--- config.mk ---
export PLATFORM = sky130hd
export DESIGN_NAME = gcd_job_scheduler_flat
export DESIGN_NICKNAME = d
export VERILOG_FILES = /design/src/rtl/gcd_job_scheduler_if.sv /design/src/rtl/gcd_job_scheduler.sv /design/src/flat_wrapper.sv
export SDC_FILE = /design/constraint.sdc
export NUM_CORES = 1
export LEC_CHECK = 0
export CAP_MARGIN = 25
export CORE_MARGIN = 2
export CORE_UTILIZATION = 41
export CTS_CLUSTER_SIZE = 30
export DETAILED_ROUTE_END_ITERATION = 7
export PLACE_DENSITY = 0.81
export SLEW_MARGIN = 20
export SYNTH_ARGS = -nofsm -noshare
export SYNTH_HDL_FRONTEND = slang
export SYNTH_SLANG_ARGS = --single-unit
--- constraint.sdc ---
create_clock -name CLK -period 1.8 [get_ports CLK]
set_input_delay 0.18 -clock CLK [delete_from_list [all_inputs] [get_ports CLK]]
set_output_delay 0.18 -clock CLK [all_outputs]
set_load 0.01 [all_outputs]
--- src/rtl/gcd_job_scheduler_if.sv ---
// Control bundle between the GCD job scheduler, its requester agents and the
// shared GCD core. The scheduler connects through the master modport; the
// requesters/core side (or a bench standing in for them) through slave.
//
// Handshake: REQ[i] is a level request. A requester holds REQ[i], with its
// REQ_OPCODE slice and REQ_CT bit stable, until GNT[i] pulses for one cycle,
// and drops it in the following cycle. The scheduler looks at REQ only while
// idle. GNT, JOB_DONE, JOB_ERR and START_PULSE are single-cycle pulses with
// no back-pressure. DONE_PULSE from the core is a single-cycle pulse honoured
// only while a job is running. STATE_DBG mirrors the scheduler's FSM state.
interface gcd_job_scheduler_if #(
    parameter int NUM_REQ = 4
);
    logic [NUM_REQ-1:0]    REQ;
    logic [12*NUM_REQ-1:0] REQ_OPCODE;
    logic [NUM_REQ-1:0]    REQ_CT;
    logic [NUM_REQ-1:0]    GNT;
    logic [NUM_REQ-1:0]    JOB_DONE;
    logic [NUM_REQ-1:0]    JOB_ERR;
    logic                  START_PULSE;
    logic [11:0]           OPCODE;
    logic                  CONSTANT_TIME;
    logic                  DONE_PULSE;
    logic                  BUSY;
    logic [11:0]           CYCLE_COUNT;
    logic [1:0]            STATE_DBG;

    modport master (
        input  REQ, REQ_OPCODE, REQ_CT, DONE_PULSE,
        output GNT, JOB_DONE, JOB_ERR, START_PULSE, OPCODE, CONSTANT_TIME,
               BUSY, CYCLE_COUNT, STATE_DBG
    );

    modport slave (
        output REQ, REQ_OPCODE, REQ_CT, DONE_PULSE,
        input  GNT, JOB_DONE, JOB_ERR, START_PULSE, OPCODE, CONSTANT_TIME,
               BUSY, CYCLE_COUNT, STATE_DBG
    );
endinterface

--- src/rtl/gcd_job_scheduler.sv ---
// Round-robin job scheduler in front of the shared GCD core. Picks one
// pending requester while idle, launches its opcode/mode with a start pulse,
// waits for the core's done pulse (or aborts after TIMEOUT run cycles) and
// returns a per-requester completion or error pulse.
module gcd_job_scheduler #(
    parameter int          NUM_REQ = 4,
    parameter logic [11:0] TIMEOUT = 12'd4000
) (
    input  logic                CLK,
    input  logic                RESETn,
    gcd_job_scheduler_if.master bus
);
    localparam int IW = (NUM_REQ > 1) ? $clog2(NUM_REQ) : 1;

    typedef enum logic [1:0] {
        IDLE   = 2'd0,
        LAUNCH = 2'd1,
        RUN    = 2'd2,
        RETIRE = 2'd3
    } state_t;

    state_t state;
    state_t state_nx;

    logic [IW-1:0]      ptr;
    logic [IW-1:0]      cur_idx;
    logic [IW-1:0]      hi_idx;
    logic [IW-1:0]      lo_idx;
    logic [IW-1:0]      win_idx;
    logic               hi_found;
    logic               lo_found;
    logic               win_found;
    logic [11:0]        win_op;
    logic               win_ct;
    logic [NUM_REQ-1:0] win_onehot;
    logic [NUM_REQ-1:0] cur_onehot;
    logic [11:0]        run_cnt;
    logic [11:0]        run_cnt_inc;
    logic               timeout_hit;

    // Round-robin search: first request above the pointer, else first at or
    // below it, which is the same as scanning upward from ptr+1 with wrap.
    always_comb begin
        hi_found = 1'b0;
        hi_idx   = '0;
        lo_found = 1'b0;
        lo_idx   = '0;
        for (int j = 0; j < NUM_REQ; j++) begin
            if (bus.REQ[j] && (IW'(j) > ptr) && !hi_found) begin
                hi_found = 1'b1;
                hi_idx   = IW'(j);
            end
            if (bus.REQ[j] && (IW'(j) <= ptr) && !lo_found) begin
                lo_found = 1'b1;
                lo_idx   = IW'(j);
            end
        end
        win_found = hi_found | lo_found;
        win_idx   = hi_found ? hi_idx : lo_idx;
    end

    // Select the winner's opcode/mode and build one-hot vectors for the
    // winner (grant) and the job in flight (done/error).
    always_comb begin
        win_op     = '0;
        win_ct     = 1'b0;
        win_onehot = '0;
        cur_onehot = '0;
        for (int j = 0; j < NUM_REQ; j++) begin
            if (IW'(j) == win_idx) begin
                win_op        = bus.REQ_OPCODE[12*j +: 12];
                win_ct        = bus.REQ_CT[j];
                win_onehot[j] = 1'b1;
            end
            cur_onehot[j] = (IW'(j) == cur_idx);
        end
    end

    // Run counter helpers; the increment saturates so the reported count can
    // never wrap.
    assign run_cnt_inc = (run_cnt == 12'hFFF) ? 12'hFFF : run_cnt + 12'd1;
    assign timeout_hit = (run_cnt == TIMEOUT - 12'd1);
    assign bus.STATE_DBG = state;

    // FSM state register.
    always_ff @(posedge CLK or negedge RESETn) begin
        if (!RESETn) begin
            state <= IDLE;
        end else begin
            state <= state_nx;
        end
    end

    // FSM next state; a done pulse outside RUN is ignored and a done pulse
    // coinciding with the timeout still retires the job.
    always_comb begin
        state_nx = state;
        case (state)
            IDLE:    if (win_found) state_nx = LAUNCH;
            LAUNCH:  state_nx = RUN;
            RUN:     if (bus.DONE_PULSE || timeout_hit) state_nx = RETIRE;
            RETIRE:  state_nx = IDLE;
            default: state_nx = IDLE;
        endcase
    end

    // Registered outputs and job context: pulses default low every cycle and
    // are raised only for the single cycle the FSM is in LAUNCH or RETIRE.
    always_ff @(posedge CLK or negedge RESETn) begin
        if (!RESETn) begin
            ptr               <= IW'(NUM_REQ - 1);
            cur_idx           <= '0;
            run_cnt           <= '0;
            bus.GNT           <= '0;
            bus.JOB_DONE      <= '0;
            bus.JOB_ERR       <= '0;
            bus.START_PULSE   <= 1'b0;
            bus.OPCODE        <= '0;
            bus.CONSTANT_TIME <= 1'b0;
            bus.BUSY          <= 1'b0;
            bus.CYCLE_COUNT   <= '0;
        end else begin
            bus.GNT         <= '0;
            bus.JOB_DONE    <= '0;
            bus.JOB_ERR     <= '0;
            bus.START_PULSE <= 1'b0;
            bus.BUSY        <= (state_nx != IDLE);
            case (state)
                IDLE: begin
                    if (win_found) begin
                        cur_idx           <= win_idx;
                        bus.OPCODE        <= win_op;
                        bus.CONSTANT_TIME <= win_ct;
                        bus.GNT           <= win_onehot;
                        bus.START_PULSE   <= 1'b1;
                    end
                end
                LAUNCH: begin
                    run_cnt <= '0;
                end
                RUN: begin
                    run_cnt <= run_cnt_inc;
                    if (bus.DONE_PULSE) begin
                        bus.JOB_DONE    <= cur_onehot;
                        bus.CYCLE_COUNT <= run_cnt_inc;
                    end else if (timeout_hit) begin
                        bus.JOB_ERR     <= cur_onehot;
                        bus.CYCLE_COUNT <= run_cnt_inc;
                    end
                end
                RETIRE: begin
                    ptr <= cur_idx;
                end
                default: begin
                end
            endcase
        end
    end
endmodule

--- src/flat_wrapper.sv ---
// flat-port wrapper written by rule: the top's interface ports become plain ports
module gcd_job_scheduler_flat 
#(
    parameter int          NUM_REQ = 4,
    parameter logic [11:0] TIMEOUT = 12'd4000
)
  (CLK, RESETn, bus_REQ, bus_REQ_OPCODE, bus_REQ_CT, bus_DONE_PULSE, bus_GNT, bus_JOB_DONE, bus_JOB_ERR, bus_START_PULSE, bus_OPCODE, bus_CONSTANT_TIME, bus_BUSY, bus_CYCLE_COUNT, bus_STATE_DBG);
  gcd_job_scheduler_if #(.NUM_REQ(NUM_REQ)) bus_i ();
  input  logic CLK;
  input  logic RESETn;
  input wire logic [$bits(bus_i.REQ)-1:0] bus_REQ;
  input wire logic [$bits(bus_i.REQ_OPCODE)-1:0] bus_REQ_OPCODE;
  input wire logic [$bits(bus_i.REQ_CT)-1:0] bus_REQ_CT;
  input wire logic [$bits(bus_i.DONE_PULSE)-1:0] bus_DONE_PULSE;
  output wire logic [$bits(bus_i.GNT)-1:0] bus_GNT;
  output wire logic [$bits(bus_i.JOB_DONE)-1:0] bus_JOB_DONE;
  output wire logic [$bits(bus_i.JOB_ERR)-1:0] bus_JOB_ERR;
  output wire logic [$bits(bus_i.START_PULSE)-1:0] bus_START_PULSE;
  output wire logic [$bits(bus_i.OPCODE)-1:0] bus_OPCODE;
  output wire logic [$bits(bus_i.CONSTANT_TIME)-1:0] bus_CONSTANT_TIME;
  output wire logic [$bits(bus_i.BUSY)-1:0] bus_BUSY;
  output wire logic [$bits(bus_i.CYCLE_COUNT)-1:0] bus_CYCLE_COUNT;
  output wire logic [$bits(bus_i.STATE_DBG)-1:0] bus_STATE_DBG;
  assign bus_i.REQ = bus_REQ;
  assign bus_i.REQ_OPCODE = bus_REQ_OPCODE;
  assign bus_i.REQ_CT = bus_REQ_CT;
  assign bus_i.DONE_PULSE = bus_DONE_PULSE;
  assign bus_GNT = bus_i.GNT;
  assign bus_JOB_DONE = bus_i.JOB_DONE;
  assign bus_JOB_ERR = bus_i.JOB_ERR;
  assign bus_START_PULSE = bus_i.START_PULSE;
  assign bus_OPCODE = bus_i.OPCODE;
  assign bus_CONSTANT_TIME = bus_i.CONSTANT_TIME;
  assign bus_BUSY = bus_i.BUSY;
  assign bus_CYCLE_COUNT = bus_i.CYCLE_COUNT;
  assign bus_STATE_DBG = bus_i.STATE_DBG;
  gcd_job_scheduler #(.NUM_REQ(NUM_REQ), .TIMEOUT(TIMEOUT)) u_core (.CLK(CLK), .RESETn(RESETn), .bus(bus_i));
endmodule
==> summary.md <==
| Metric | Value |
|---|---|
| Status | `finished, final reports clean` |
| Setup Crit Path Kind | `register to register` |
| Share of cells above drive strength 1 | `16.2%` |
| Worst Hold Class | `primary input to async pin` |
| Leak Pwr | `1.98 nW` |
| Slew HR | `67.1%` |
| Initial antenna violation count | `0` |
| Number of synthesized register bits | `57` |
| Syn. warnings | `0` |
| Drt first pass iters | `4` |
| Clock root buffer | `clkbuf_8` |
| Post-synth ARST share | `100%` |
| Unrepaired setup endpoints after global routing | `true` |
| Synthesized cell area | `2940 sq um` |
| Sequential area share after synthesis | `48.7%` |
| CP Max Fanout | `9` |
| Die Span Y | `88.6 um` |
| Count leader, synth | `dfrtp_1` |
| Yosys top cell by area | `dfrtp_1` |
| Crit path arrival time | `1.99 ns` |
| Final Hold Vio Count | `0` |
| Clk sinks | `57` |
| CTS tree | `yes` |
| Via count | `3,078` |
| Peak supply drop | `0.000733 V` |
| Ant. Diodes | `0` |
| Total power | `6.44 mW` |
| Layout area overhead | `58.3%` |
| Crit path required time | `2.02 ns` |
| Post-Synthesis Cells | `326` |
| Post-DR vias/cell | `5.57` |
| Mean post-synth cell area | `9.00 sq um` |
| Top post-synthesis cells by count | `55 x dfrtp_1, 45 x nand2_1, 28 x a21oi_1` |
| Worst-skew pair later-pin latency | `0.34 ns` |
| Slowest CP cell | `dfstp_2` |
| Gr usage total | `23.1%` |
| Vias in the first global route | `2,887` |
| Port bufs | `99` |
| Nets | `515` |
| CTS max path bufs | `2` |
| Post-Syn Nets | `389` |
| Crit. End Element | `register` |
| Clk_skew | `0.00992 ns` |
| Largest net degree at the start of global routing | `58` |
| WL/cell | `16.5 um` |
| Slew Limit Fails | `0` |
| DR iter-0 viols | `161` |
| Clk slew on worst S/H paths | `0.07 ns` |
| Power Density | `1390 nW/um^2` |
| CTS H-tree depth | `3` |
| Core area | `6870 sq um` |
| CTS buffer count | `9` |
| Final Util | `67.6%` |
| Distinct cells, synth | `45` |
| Gr ovfl total | `0` |
| Maximum clock rate | `0.565 GHz` |
| Hpwl dp | `6120 um` |
| Worst slew pin tran | `0.494 ns` |
| Setup crit start kind | `register` |
| Global-route wire length before repair | `14,000 um` |
| Initial Utilization | `42.7%` |
| Die W | `88.6 um` |
| Min cycle time layout | `1.77 ns` |
| Largest stage delay on the critical path | `0.60 ns` |
| GP Congestion | `0.888` |
| # rows | `30` |
| Main synth FF type | `dfrtp_1` |
| Post-synth EDFFs | `0` |
| Max Cap Violations | `0` |
| Top cells by area, synth | `dfrtp_1 47%, nand2_1 5.8%, a21oi_1 4.8%, o21ai_0 4.6%, o32ai_1 3.9%` |
| I/O pin cnt | `100` |
| Setup violators final | `0` |
| DRT Wirelength | `9140 um` |
| Setup TNS Final | `0 ns` |
| Final worst path period share | `98.4%` |
| DRC violations left | `0` |
| Die area | `7850 sq um` |
| ANT nets after route | `0` |
| Crit-path cells | `nand2_1 > a31oi_2 > nand3_1 > buf_4 > o32ai_1 > a31oi_1` |
| Yosys top cell area share | `46.9%` |
layer usage:
| metal | vias to the layer above | GRT usage [%] | wire length (um) |
|---|---|---|---|
| li1 | 1434 | - | - |
| met1 | 1469 | 29.5 | 3760 |
| met2 | 154 | 38.1 | 4480 |
| met3 | 21 | 5.60 | 688 |
| met4 | 0 | 9.09 | 211 |
| met5 | - | 0 | 0 |
cell usage in the layout (no fill, tap or decap), types with 2 or more instances in the layout:
master,instances
o211ai_1,2
clkdlybuf4s50_1,98
dfrtp_1,55
a21o_1,13
buf_4,27
clkbuf_16,2
nor4_1,2
nand2b_1,4
nor2_1,21
o21a_1,2
dfstp_2,2
bufinv_16,2
xor2_1,2
inv_1,12
a31oi_1,14
o32ai_1,11
o32ai_2,2
nand4_1,3
o21ai_1,4
and2_1,2
o21ai_0,23
clkinvlp_4,3
o22ai_1,5
nand3_1,19
nand3_2,2
buf_12,7
nor3_1,3
clkbuf_8,10
a21oi_2,3
ha_1,3
nand2_1,45
a21oi_1,27
worst paths after layout:
check / cells after the start / from / slack [ns] / to
worst max-delay path: 6 / u_core.ptr[1] / 0.03 / u_core.bus.OPCODE[3]
worst min-delay path: 3 / RESETn / 0.37 / u_core.bus.JOB_DONE[2]
worst max register to register: 6 / u_core.ptr[1] / 0.03 / u_core.bus.OPCODE[3]
worst min register to register: 2 / u_core.bus.CYCLE_COUNT[1] / 0.49 / u_core.bus.CYCLE_COUNT[1]
max in group asynchronous: 3 / RESETn / 1.15 / u_core.ptr[1]
min in group CLK: 3 / bus_REQ_OPCODE[6] / 0.43 / u_core.bus.OPCODE[6]
repair_timing:
item	in CTS	in global routing
hold endpoints to repair	55	0
setup buffers	0	6
pin swaps	1	6
gates cloned	0	2
gates resized for setup	0	16
setup endpoints to repair	1	33
hold buffers	1	0
state kept, by name (all words and copies together) (netlist names):
signal / flops
u_core.ptr: 2
u_core.bus.JOB_DONE: 4
u_core.run_cnt: 12
u_core.cur_idx: 2
u_core.bus.CYCLE_COUNT: 12
u_core.bus.JOB_ERR: 4
u_core.bus.OPCODE: 12
u_core.bus.STATE_DBG: 2
u_core.bus.GNT: 4
u_core.bus.START_PULSE: 1
u_core.bus.BUSY: 1
u_core.bus.CONSTANT_TIME: 1
cells by family after synthesis:
| group | after synthesis | share of synthesized area, % |
|---|---|---|
| mux | 2 | 0.725 |
| fa+ha+maj | 4 | 1.71 |
| buf+inv | 34 | 4.86 |
| simple gates | 112 | 18.0 |
| compound gates | 114 | 25.1 |
| flops | 57 | 48.7 |
| xor+xnor | 3 | 0.895 |
final cells by class:
| type | count | area, sq um |
|---|---|---|
| fillers | 525 | 2220 |
| flip-flops and latches | 57 | 1430 |
| multi-input cells | 235 | 1430 |
| repair buffers | 136 | 1390 |
| clock buffers | 10 | 138 |
| well taps | 96 | 120 |
| clock inverters | 6 | 91.3 |
| inverters | 13 | 50.0 |
critical path: cells and delay by family, from the launching register on:
kind / cells / cell delay [ns]
AOI/OAI and AO/OA: 3 / 0.62
DFF: 1 / 0.60
and+or+nand+nor: 2 / 0.22
buffers and inverters: 1 / 0.20
per-stage QoR:
| step | instance area, sq um | hold slack, ns | setup WS [ns] | cells |
|---|---|---|---|---|
| after CTS | 4480 | 0.373 | 0.0140 | 545 |
| final | 4650 | 0.367 | 0.0288 | 553 |
| after detailed placement | 4250 | 0.204 | -0.148 | 528 |
| after floorplan | 2940 | -0.116 | 0.0743 | 326 |
| after global routing | 4650 | 0.402 | -0.0625 | 553 |
| after global placement | 4250 | 0.202 | -0.0480 | 528 |
power by group:
group | switching [mW] | total, mW | internal, mW | leakage [nW]
Sequential | 0.258 | 1.88 | 1.62 | 0.735
Clock | 0.569 | 1.39 | 0.819 | 0.105
Combinational | 1.55 | 3.17 | 1.62 | 1.14
(Power assumes the default switching activity.)
